===== src/rtl/branch_resolve_unit_if.sv =====
// Signal bundle between the pipeline/predictor side and the branch resolve unit.
// The master drives ID/MEM branch information; the slave (resolve unit) returns redirect/update/perf.
interface branch_resolve_unit_if #(
  parameter int unsigned CNT_WIDTH = 32
);
  logic                 stall;
  logic                 id_branch;
  logic                 id_prediction;
  logic [31:0]          id_pc;
  logic [31:0]          id_target;
  logic                 mem_branch;
  logic                 mem_taken;
  logic [31:0]          mem_target;
  logic                 redirect;
  logic [31:0]          redirect_pc;
  logic                 flush;
  logic                 upd_valid;
  logic [31:0]          upd_pc;
  logic                 upd_taken;
  logic [CNT_WIDTH-1:0] cnt_branches;
  logic [CNT_WIDTH-1:0] cnt_mispred;
  logic                 protocol_err;

  modport master (
    output stall, id_branch, id_prediction, id_pc, id_target,
    output mem_branch, mem_taken, mem_target,
    input  redirect, redirect_pc, flush, upd_valid, upd_pc, upd_taken,
    input  cnt_branches, cnt_mispred, protocol_err
  );

  modport slave (
    input  stall, id_branch, id_prediction, id_pc, id_target,
    input  mem_branch, mem_taken, mem_target,
    output redirect, redirect_pc, flush, upd_valid, upd_pc, upd_taken,
    output cnt_branches, cnt_mispred, protocol_err
  );
endinterface


===== src/rtl/branch_resolve_unit.sv =====
// Carries ID-stage branch predictions to MEM, resolves them against the actual outcome, and
// issues redirect/flush to fetch plus update strobes to the predictor. Keeps saturating counters.
module branch_resolve_unit #(
  parameter int unsigned PIPE_DEPTH   = 2,
  parameter int unsigned FLUSH_CYCLES = 2,
  parameter int unsigned CNT_WIDTH    = 32
) (
  input logic                  clk,
  input logic                  reset_n,
  branch_resolve_unit_if.slave bus
);

  localparam int unsigned HeadIdx = PIPE_DEPTH - 1;
  localparam int unsigned FcW     = (FLUSH_CYCLES > 1) ? $clog2(FLUSH_CYCLES) : 1;

  typedef struct packed {
    logic        v;
    logic        pred;
    logic [31:0] pc;
    logic [31:0] tgt;
  } entry_t;

  typedef enum logic {StIdle, StFlush} state_e;

  state_e               state_q, state_d;
  logic [FcW-1:0]       fcnt_q, fcnt_d;
  entry_t               pipe_q [PIPE_DEPTH];

  logic                 redirect_q;
  logic [31:0]          redirect_pc_q;
  logic                 upd_valid_q;
  logic [31:0]          upd_pc_q;
  logic                 upd_taken_q;
  logic [CNT_WIDTH-1:0] cnt_br_q;
  logic [CNT_WIDTH-1:0] cnt_mis_q;
  logic                 perr_q;

  logic   advance;
  logic   in_flush;
  logic   resolve;
  logic   mis;
  logic   proto_hit;
  logic   kill;
  entry_t head;

  always_comb begin
    head      = pipe_q[HeadIdx];
    advance   = ~bus.stall;
    in_flush  = (state_q == StFlush);
    resolve   = advance & bus.mem_branch & head.v & ~in_flush;
    mis       = (head.pred != bus.mem_taken) |
                (bus.mem_taken & (head.tgt != bus.mem_target));
    proto_hit = advance & bus.mem_branch & (~head.v | in_flush);
    // A mispredict kills the ID entry captured on the same edge and everything younger.
    kill      = in_flush | (resolve & mis);
  end

  always_comb begin
    state_d = state_q;
    fcnt_d  = fcnt_q;
    unique case (state_q)
      StIdle: begin
        if (resolve && mis) begin
          state_d = StFlush;
          fcnt_d  = FcW'(FLUSH_CYCLES - 1);
        end
      end
      StFlush: begin
        if (advance) begin
          if (fcnt_q == '0) begin
            state_d = StIdle;
          end else begin
            fcnt_d = fcnt_q - 1'b1;
          end
        end
      end
      default: state_d = StIdle;
    endcase
  end

  always_ff @(posedge clk or negedge reset_n) begin
    if (!reset_n) begin
      state_q <= StIdle;
      fcnt_q  <= '0;
    end else begin
      state_q <= state_d;
      fcnt_q  <= fcnt_d;
    end
  end

  always_ff @(posedge clk or negedge reset_n) begin
    if (!reset_n) begin
      for (int k = 0; k < int'(PIPE_DEPTH); k++) begin
        pipe_q[k] <= '0;
      end
    end else if (advance) begin
      pipe_q[0] <= '{v:    bus.id_branch & ~kill,
                     pred: bus.id_prediction,
                     pc:   bus.id_pc,
                     tgt:  bus.id_target};
      for (int k = 1; k < int'(PIPE_DEPTH); k++) begin
        pipe_q[k]   <= pipe_q[k-1];
        pipe_q[k].v <= pipe_q[k-1].v & ~kill;
      end
    end
  end

  always_ff @(posedge clk or negedge reset_n) begin
    if (!reset_n) begin
      redirect_q    <= 1'b0;
      redirect_pc_q <= '0;
      upd_valid_q   <= 1'b0;
      upd_pc_q      <= '0;
      upd_taken_q   <= 1'b0;
      cnt_br_q      <= '0;
      cnt_mis_q     <= '0;
      perr_q        <= 1'b0;
    end else begin
      // Pulses are recomputed every edge, so a stall cannot stretch them.
      redirect_q  <= resolve & mis;
      upd_valid_q <= resolve;
      perr_q      <= perr_q | proto_hit;
      if (resolve) begin
        upd_pc_q    <= head.pc;
        upd_taken_q <= bus.mem_taken;
        if (cnt_br_q != '1) cnt_br_q <= cnt_br_q + 1'b1;
        if (mis) begin
          redirect_pc_q <= bus.mem_taken ? bus.mem_target : head.pc + 32'd4;
          if (cnt_mis_q != '1) cnt_mis_q <= cnt_mis_q + 1'b1;
        end
      end
    end
  end

  assign bus.redirect     = redirect_q;
  assign bus.redirect_pc  = redirect_pc_q;
  assign bus.flush        = in_flush;
  assign bus.upd_valid    = upd_valid_q;
  assign bus.upd_pc       = upd_pc_q;
  assign bus.upd_taken    = upd_taken_q;
  assign bus.cnt_branches = cnt_br_q;
  assign bus.cnt_mispred  = cnt_mis_q;
  assign bus.protocol_err = perr_q;

endmodule


===== src/flat_wrapper.sv =====
// flat-port wrapper written by rule: the top's interface ports become plain ports
module branch_resolve_unit_flat 
#(
  parameter int unsigned PIPE_DEPTH   = 2,
  parameter int unsigned FLUSH_CYCLES = 2,
  parameter int unsigned CNT_WIDTH    = 32
)
  (clk, reset_n, bus_stall, bus_id_branch, bus_id_prediction, bus_id_pc, bus_id_target, bus_mem_branch, bus_mem_taken, bus_mem_target, bus_redirect, bus_redirect_pc, bus_flush, bus_upd_valid, bus_upd_pc, bus_upd_taken, bus_cnt_branches, bus_cnt_mispred, bus_protocol_err);
  branch_resolve_unit_if #(.CNT_WIDTH(CNT_WIDTH)) bus_i ();
  input logic clk;
  input logic reset_n;
  input wire logic [$bits(bus_i.stall)-1:0] bus_stall;
  input wire logic [$bits(bus_i.id_branch)-1:0] bus_id_branch;
  input wire logic [$bits(bus_i.id_prediction)-1:0] bus_id_prediction;
  input wire logic [$bits(bus_i.id_pc)-1:0] bus_id_pc;
  input wire logic [$bits(bus_i.id_target)-1:0] bus_id_target;
  input wire logic [$bits(bus_i.mem_branch)-1:0] bus_mem_branch;
  input wire logic [$bits(bus_i.mem_taken)-1:0] bus_mem_taken;
  input wire logic [$bits(bus_i.mem_target)-1:0] bus_mem_target;
  output wire logic [$bits(bus_i.redirect)-1:0] bus_redirect;
  output wire logic [$bits(bus_i.redirect_pc)-1:0] bus_redirect_pc;
  output wire logic [$bits(bus_i.flush)-1:0] bus_flush;
  output wire logic [$bits(bus_i.upd_valid)-1:0] bus_upd_valid;
  output wire logic [$bits(bus_i.upd_pc)-1:0] bus_upd_pc;
  output wire logic [$bits(bus_i.upd_taken)-1:0] bus_upd_taken;
  output wire logic [$bits(bus_i.cnt_branches)-1:0] bus_cnt_branches;
  output wire logic [$bits(bus_i.cnt_mispred)-1:0] bus_cnt_mispred;
  output wire logic [$bits(bus_i.protocol_err)-1:0] bus_protocol_err;
  assign bus_i.stall = bus_stall;
  assign bus_i.id_branch = bus_id_branch;
  assign bus_i.id_prediction = bus_id_prediction;
  assign bus_i.id_pc = bus_id_pc;
  assign bus_i.id_target = bus_id_target;
  assign bus_i.mem_branch = bus_mem_branch;
  assign bus_i.mem_taken = bus_mem_taken;
  assign bus_i.mem_target = bus_mem_target;
  assign bus_redirect = bus_i.redirect;
  assign bus_redirect_pc = bus_i.redirect_pc;
  assign bus_flush = bus_i.flush;
  assign bus_upd_valid = bus_i.upd_valid;
  assign bus_upd_pc = bus_i.upd_pc;
  assign bus_upd_taken = bus_i.upd_taken;
  assign bus_cnt_branches = bus_i.cnt_branches;
  assign bus_cnt_mispred = bus_i.cnt_mispred;
  assign bus_protocol_err = bus_i.protocol_err;
  branch_resolve_unit #(.PIPE_DEPTH(PIPE_DEPTH), .FLUSH_CYCLES(FLUSH_CYCLES), .CNT_WIDTH(CNT_WIDTH)) u_core (.clk(clk), .reset_n(reset_n), .bus(bus_i));
endmodule

===== config.mk =====
export PLATFORM = sky130hd
export DESIGN_NAME = branch_resolve_unit_flat
export DESIGN_NICKNAME = d
export VERILOG_FILES = /design/src/rtl/branch_resolve_unit_if.sv /design/src/rtl/branch_resolve_unit.sv /design/src/flat_wrapper.sv
export SDC_FILE = /design/constraint.sdc
export NUM_CORES = 1
export LEC_CHECK = 0
export BUFFER_PORTS_ARGS = -buffer_cell sky130_fd_sc_hd__buf_2
export CAP_MARGIN = 10
export CORE_ASPECT_RATIO = 1.2
export CORE_MARGIN = 2
export CORE_UTILIZATION = 55
export DETAILED_ROUTE_END_ITERATION = 10
export PLACE_DENSITY = 0.84
export SETUP_SLACK_MARGIN = 0.2
export SYNTH_ARGS = -nofsm -noshare
export SYNTH_HDL_FRONTEND = slang
export SYNTH_SLANG_ARGS = --single-unit

===== constraint.sdc =====
create_clock -name clk -period 2.5 [get_ports clk]
set_clock_uncertainty 0.15 [all_clocks]
set_input_delay 0.25 -clock clk [delete_from_list [all_inputs] [get_ports clk]]
set_output_delay 0.25 -clock clk [all_outputs]
set_load 0.01 [all_outputs]

==> out/qor.csv, run 1 <==
stage;metric;value;unit
grt;grt_overflow;0;
timing;fmax;421;MHz
timing;slew_viol_final;0;
detailed_routing;first_iter_violations;622;
place;dp_slack;-0.0368;ns
timing;setup_slack;0.127;ns
yosys;synth-main-ff-cell;dfrtp_1;
power_and_ir_drop;intPower;9.16;mW
clock_tree;clkLatencyLatePin;0.53;ns
timing;hold_slack;0.00254;ns
min_path;hold_path_class;in -> reg;
power_and_ir_drop;power_frac_seq;0.441;
place;finalWeightedCongestion;0.834;
power_and_ir_drop;p_leak;7.72;nW
place;postPlaceCellArea;13600;um2
yosys;ys_warn_count;0;
layout;syn_to_final_growth;32.6;%
timing;tightest_slew;0.780;ns
yosys;synth_edf_count;0;
yosys;synthCells;994;
critical_path;worstReg2RegStart;u_core.head[1];
layout;multi_input_area;5180;um2
detailed_routing;drtAntennaViolNets;0;
timing;min_period_over_period;0.949;
detailed_routing;via_count;9292;
layout;seq_area;6660;um2
grt;grt_pass1_wl;50.9;mm
power_and_ir_drop;p_per_area;822;nW/um2
layout;drive_gt1_frac;0.387;
clock_tree;cts_max_level;1;
timing;rsz0062_at_grt;yes;
critical_path;r2r_end;u_core.bus.cnt_mispred[15];
yosys;yosysSeqAreaShare;0.559;
power_and_ir_drop;vdd_drop_max;801;uV
power_and_ir_drop;p_total;13.0;mW
clock_tree;path_clk_slew;0.07;ns
layout;final_nets;1460;
clock_tree;clock_path_buffers;3;
grt;grt_util_all_layers;0.283;
detailed_routing;wl_per_cell;20.6;um
power_and_ir_drop;clkPwrFrac;0.340;
die;die_x;138;um
detailed_routing;routed_via_density;5.65;
place;place_hpwl;21.5;mm
detailed_routing;drc_errors;0;
critical_path;path_max_fanout;12;
critical_path;worstPathRequired;2.76;ns
critical_path;worst_r2r_path_depth;9;
yosys;ys_types;49;
die;ios;236;
min_path;hold_path_startpoint;bus_mem_target[20];
power_and_ir_drop;p_comb_frac;0.219;
power_and_ir_drop;p_sw;3.82;mW
layout;final_area;15800;um2
place;portBuffers;235;
detailed_routing;wirelength;34.0;mm
min_path;holdPathEnd;u_core.bus.redirect_pc[20];
timing;finalSetupViolations;0;
die;die_h;165;um
yosys;ys_ff_latch;266;
clock_tree;tritoncts;done;
yosys;syn_area_per_cell;12.0;um2
timing;slew_headroom;0.480;
critical_path;end_kind;flip-flop;
critical_path;setup.worst_path.start_class;flip-flop;
die;num_rows;58;
die;dieArea;22800;um2
layout;fillCellCount;1327;
clock_tree;cts_made_buffers;26;
detailed_routing;dr.pass1.iters;5;
power_and_ir_drop;p_sw_frac;0.294;
die;start_util;0.564;
yosys;async_reset_ff_frac;1.00;
grt;antenna_found_initial;1;
critical_path;path_class;reg -> reg;
timing;hold_viol;0;
timing;finalCriticalPeriod;2.37;ns
min_path;whs_path_depth;4;
run;max_cap_viol_count;0;
die;core;21100;um2
grt;grt_pass1_vias;9568;
critical_path;crit_arrival;2.64;ns
clock_tree;root_buffer;clkbuf_16;
critical_path;regToRegSetupSlack;0.13;ns
status;status;finished, final reports clean;
yosys;synth_nets;1100;
timing;fin_tns_setup;0;ns
grt;grt_max_degree;136;
clock_tree;cts_sinks;266;
yosys;syn_area;11900;um2
[layer usage]
metal | vias up | global-route usage | part of all wire
met3 | 85 | 0.0464 | 0.060
met1 | 4667 | 0.342 | 0.39
met2 | 354 | 0.518 | 0.52
li1 | 4186 | - | -
met5 | - | 0 | 0
met4 | 0 | 0.0960 | 0.035
[power by group through the flow]
stage / Clock (mW) / Sequential [mW] / Combinational [mW]
finish: 4.41 / 5.73 / 2.84
global route: 4.62 / 5.81 / 3.06
CTS: 4.44 / 5.69 / 2.75
detailed placement: 0 / 5.74 / 2.62
global placement: 0 / 5.71 / 2.53
floorplan: 0 / 5.93 / 1.09
[layout make-up]
type / instances / share of cell area
Tap cell: 270 / 0.0214
Sequential cell: 266 / 0.422
Antenna cell: 1 / 0.000158
Timing Repair Buffer: 375 / 0.166
Inverter: 6 / 0.00143
Clock inverter: 11 / 0.0114
Multi-Input combinational cell: 679 / 0.328
Clock buffer: 37 / 0.0502
[state kept, by name, indices dropped and copies added (netlist names)]
signal                   cells
u_core.bus.protocol_err      1
u_core.pipe_q               66
u_core.head                 66
u_core.bus.upd_valid         1
u_core.bus.upd_taken         1
u_core.bus.cnt_mispred      32
u_core.bus.redirect_pc      32
u_core.bus.redirect          1
u_core.bus.flush             1
u_core.bus.cnt_branches     32
u_core.fcnt_q                1
u_core.bus.upd_pc           32
[cell usage after synthesis (10+ instances only)]
cell type,count,share of area
o31ai_1,13,0.0082
dfrtp_1,266,0.56
o21ai_0,31,0.013
mux2_2,156,0.15
xor2_1,77,0.057
clkbuf_1,19,0.0060
nand4_1,36,0.019
buf_2,13,0.0055
nor4_1,12,0.0063
nand3_1,28,0.012
and3_1,24,0.013
nor3_1,22,0.0092
nand2_1,141,0.044
mux2i_1,10,0.0084
xnor2_1,42,0.031
nor2_1,27,0.0085
buf_1,10,0.0032
and4_1,10,0.0074
[layout by cell type, fill, tap and decap left out, types with 4 or more instances in the layout]
cell type      synthesis  routed
buf_2                 13     233
xor2_1                77      73
nor3_1                22      18
xnor2_1               42      42
mux2i_1               10      10
nand4_1               36      36
o31ai_1               13      12
bufinv_16              0       5
dlygate4sd3_1          0      83
nor2_2                 2       4
nor4_4                 4       4
o21ai_0               31      31
nor4_2                 0       4
mux2_2               156     155
and4_1                10      10
nor2_1                27      26
clkbuf_16              0      30
nand3_1               28      28
buf_4                  3      42
inv_1                  5       5
dfrtp_1              266     265
nor3_2                 2       4
and3_1                24      22
clkbuf_8               0       8
nand2_1              141     141
xor2_2                 0       4
buf_12                 0       7
clkinv_2               0       6
and2_1                 4       4
nor4_1                12       8
[per-stage QoR]
step,utilization,instances
2_1_floorplan,-,994
3_3_place_gp,0.643,1492
3_5_place_dp,0.643,1492
4_1_cts,0.733,1627
5_1_grt,0.748,1644
6_report,0.748,1645
[how the worst max path moves through the flow]
stage / from / endpoint / slack (ns) / depth (start not counted)
after floorplan: u_core.bus.cnt_mispred[0] / u_core.bus.cnt_mispred[15] / 0.31 / 7
after global placement: bus_mem_target[28] / u_core.bus.cnt_mispred[10] / -0.02 / 9
after detailed placement: bus_mem_target[28] / u_core.bus.cnt_mispred[10] / -0.04 / 9
after CTS: u_core.head[1] / u_core.bus.cnt_mispred[15] / 0.20 / 8
after global routing: u_core.head[1] / u_core.bus.cnt_mispred[15] / 0.1 / 9
final: u_core.head[1] / u_core.bus.cnt_mispred[15] / 0.13 / 9
[critical path, cell delays in order, from the launching register on]
cell     delay (ns)
dfrtp_1        0.43
xor2_2         0.29
nor4_2         0.08
nand3_1        0.15
nor3_4         0.07
buf_6          0.13
buf_12         0.13
buf_12         0.14
or4_4          0.53
xnor2_1        0.14
[cell families (layout without fill, tap and decap cells)]
| logic type | after synthesis | in the layout | synth area share |
|---|---|---|---|
| multiplexers | 167 | 167 | 0.157 |
| AO/OA/AOI/OAI | 57 | 57 | 0.0291 |
| other | 0 | 1 | 0 |
| AND/OR/NAND/NOR | 330 | 333 | 0.145 |
| buffers and inverters | 52 | 429 | 0.0193 |
| XOR/XNOR | 119 | 119 | 0.0875 |
| adder cells (fa/ha/maj) | 3 | 3 | 0.00315 |
| flip-flops | 266 | 266 | 0.559 |
[repair_timing]
action / CTS / global route
pin swaps: 4 / 9
setup endpoints to repair: 65 / 71
gates resized for setup: 13 / 26
hold endpoints to repair: 193 / 1
hold buffers: 84 / 1
buffers inserted: 2 / 11
cloned: 1 / 5
(Power assumes the default switching activity.)
==> inputs of run 2 (changes only) <==
Settings changed: CELL_PAD_IN_SITES_DETAIL_PLACEMENT from default to 1, CELL_PAD_IN_SITES_GLOBAL_PLACEMENT from default to 1, CORE_UTILIZATION 55 to 44.
==> out/qor.csv, run 2 (same netlist as run 1, synthesis figures left out) <==
stage;metric;value;unit
status;status;finished, final reports clean;
layout;final_nets;1472;
clock_tree;clkLatencyLatePin;0.55;ns
die;die_x;154;um
grt;grt_pass1_wl;58.8;mm
critical_path;setup.worst_path.start_class;flip-flop;
clock_tree;tritoncts;done;
critical_path;cp_cell_sequence;xor2_2, nor4_2, nand3_1, nor3_4, buf_6, nor2_4, clkbuf_16, mux2_2;
layout;final_common_cell;dfrtp_1;
timing;hold_viol;0;
clock_tree;path_clk_slew;0.06;ns
clock_tree;root_buffer;clkbuf_16;
die;ios;236;
critical_path;cpLargestDelayFamily;simple AND/OR/NAND/NOR gates;
layout;syn_to_final_growth;34.7;%
place;portBuffers;235;
critical_path;critPathBufInv;2;
layout;final_cell_mix;261 x dfrtp_1, 232 x buf_2, 156 x mux2_2;
timing;fmax;419;MHz
grt;grt_pass1_vias;10400;
critical_path;slowest_delay;0.42;ns
clock_tree;cts_made_buffers;28;
place;place_hpwl;25.2;mm
critical_path;critPathSlowestCell;dfrtp_1;
die;dieArea;28400;um2
die;num_rows;65;
detailed_routing;wl_per_cell;22.1;um
timing;tightest_slew;0.818;ns
detailed_routing;wirelength;38.2;mm
timing;setup_slack;0.111;ns
grt;grt_util_all_layers;0.266;
timing;finalSetupViolations;0;
detailed_routing;dr.pass1.iters;4;
detailed_routing;drc_errors;0;
power_and_ir_drop;vdd_drop_max;733;uV
critical_path;crit_arrival;2.66;ns
critical_path;path_class;reg -> reg;
timing;slew_viol_final;0;
detailed_routing;first_iter_violations;292;
place;dp_slack;0.0888;ns
layout;drive_gt1_frac;0.387;
timing;min_period_over_period;0.956;
critical_path;end_kind;flip-flop;
critical_path;worstPathRequired;2.77;ns
timing;finalCriticalPeriod;2.39;ns
clock_tree;cts_sinks;266;
timing;fin_tns_setup;0;ns
grt;grt_max_degree;136;
power_and_ir_drop;p_per_area;835;nW/um2
timing;rsz0062_at_grt;yes;
timing;slew_headroom;0.455;
critical_path;path_max_fanout;8;
die;start_util;0.451;
run;max_cap_viol_count;0;
clock_tree;clock_path_buffers;3;
grt;antenna_found_initial;5;
clock_tree;cts_max_level;1;
die;core;26400;um2
detailed_routing;drtAntennaViolNets;0;
grt;grt_overflow;0;
detailed_routing;routed_via_density;5.37;
place;finalWeightedCongestion;0.790;
min_path;hold_path_class;in -> reg;
detailed_routing;via_count;9285;
die;die_h;184;um
power_and_ir_drop;p_leak;7.77;nW
[run 2: worst paths after layout]
kind | start | to | slack (ns) | cells after the start
setup reg to reg | u_core.head[23] | u_core.bus.redirect_pc[30] | 0.11 | 8
hold / removal | bus_mem_target[28] | u_core.bus.redirect_pc[28] | 0.02 | 4
setup / recovery | u_core.head[23] | u_core.bus.redirect_pc[30] | 0.11 | 8
max in group asynchronous | reset_n | u_core.bus.cnt_branches[14] | 1.33 | 3
hold reg to reg | u_core.bus.upd_pc[29] | u_core.bus.upd_pc[29] | 0.33 | 2
min in group asynchronous | reset_n | u_core.pipe_q[66] | 0.13 | 2
[run 2: per-stage QoR]
stage	power (mW)	hold WS, ns	std cells	utilization	area (um2)
4_1_cts	13.3	0.00210	1711	0.597	15800
5_1_grt	14.0	0.0236	1726	0.607	16000
6_report	13.4	0.0236	1729	0.607	16000
2_1_floorplan	7.02	-0.196	994	-	11900
3_3_place_gp	8.30	0.115	1564	0.520	13800
3_5_place_dp	8.49	0.115	1564	0.520	13800
[run 2: repair_timing]
item	4_1_cts	5_1_grt
setup endpoints to repair	29	69
pin swaps	1	13
hold buffers	94	0
gates cloned	1	2
gates resized for setup	4	30
buffers inserted	0	10
hold endpoints to repair	236	0
[run 2: metal layers]
layer,wire (um),GRT usage,up-vias,share of wire
met1,14400,0.292,4706,0.38
met4,1220,0.0871,2,0.032
li1,-,-,4235,-
met5,8,0,-,0.00021
met3,2310,0.0656,78,0.060
met2,20300,0.501,264,0.53
[run 2: layout make-up]
type / instances / area, um2
fillers: 2725 / 10400
multi-input cells: 676 / 5140
repair buffers: 388 / 2750
flip-flops and latches: 266 / 6660
clock inverters: 17 / 265
clock buffers: 35 / 778
well taps: 335 / 419
inverters: 6 / 22.5
diodes: 6 / 15.0
[run 2: where the power goes]
group / leakage, nW / internal [mW] / total, mW / switching [mW]
Clock: 0.513 / 2.92 / 4.72 / 1.79
Sequential: 3.29 / 5.14 / 5.79 / 0.652
Combinational: 3.96 / 1.33 / 2.89 / 1.56
[run 2: tightest hold or removal path, stage by stage]
cell     delay, ns
buf_2         0.13
a22oi_1       0.10
nand2_1       0.07
mux2_2        0.13
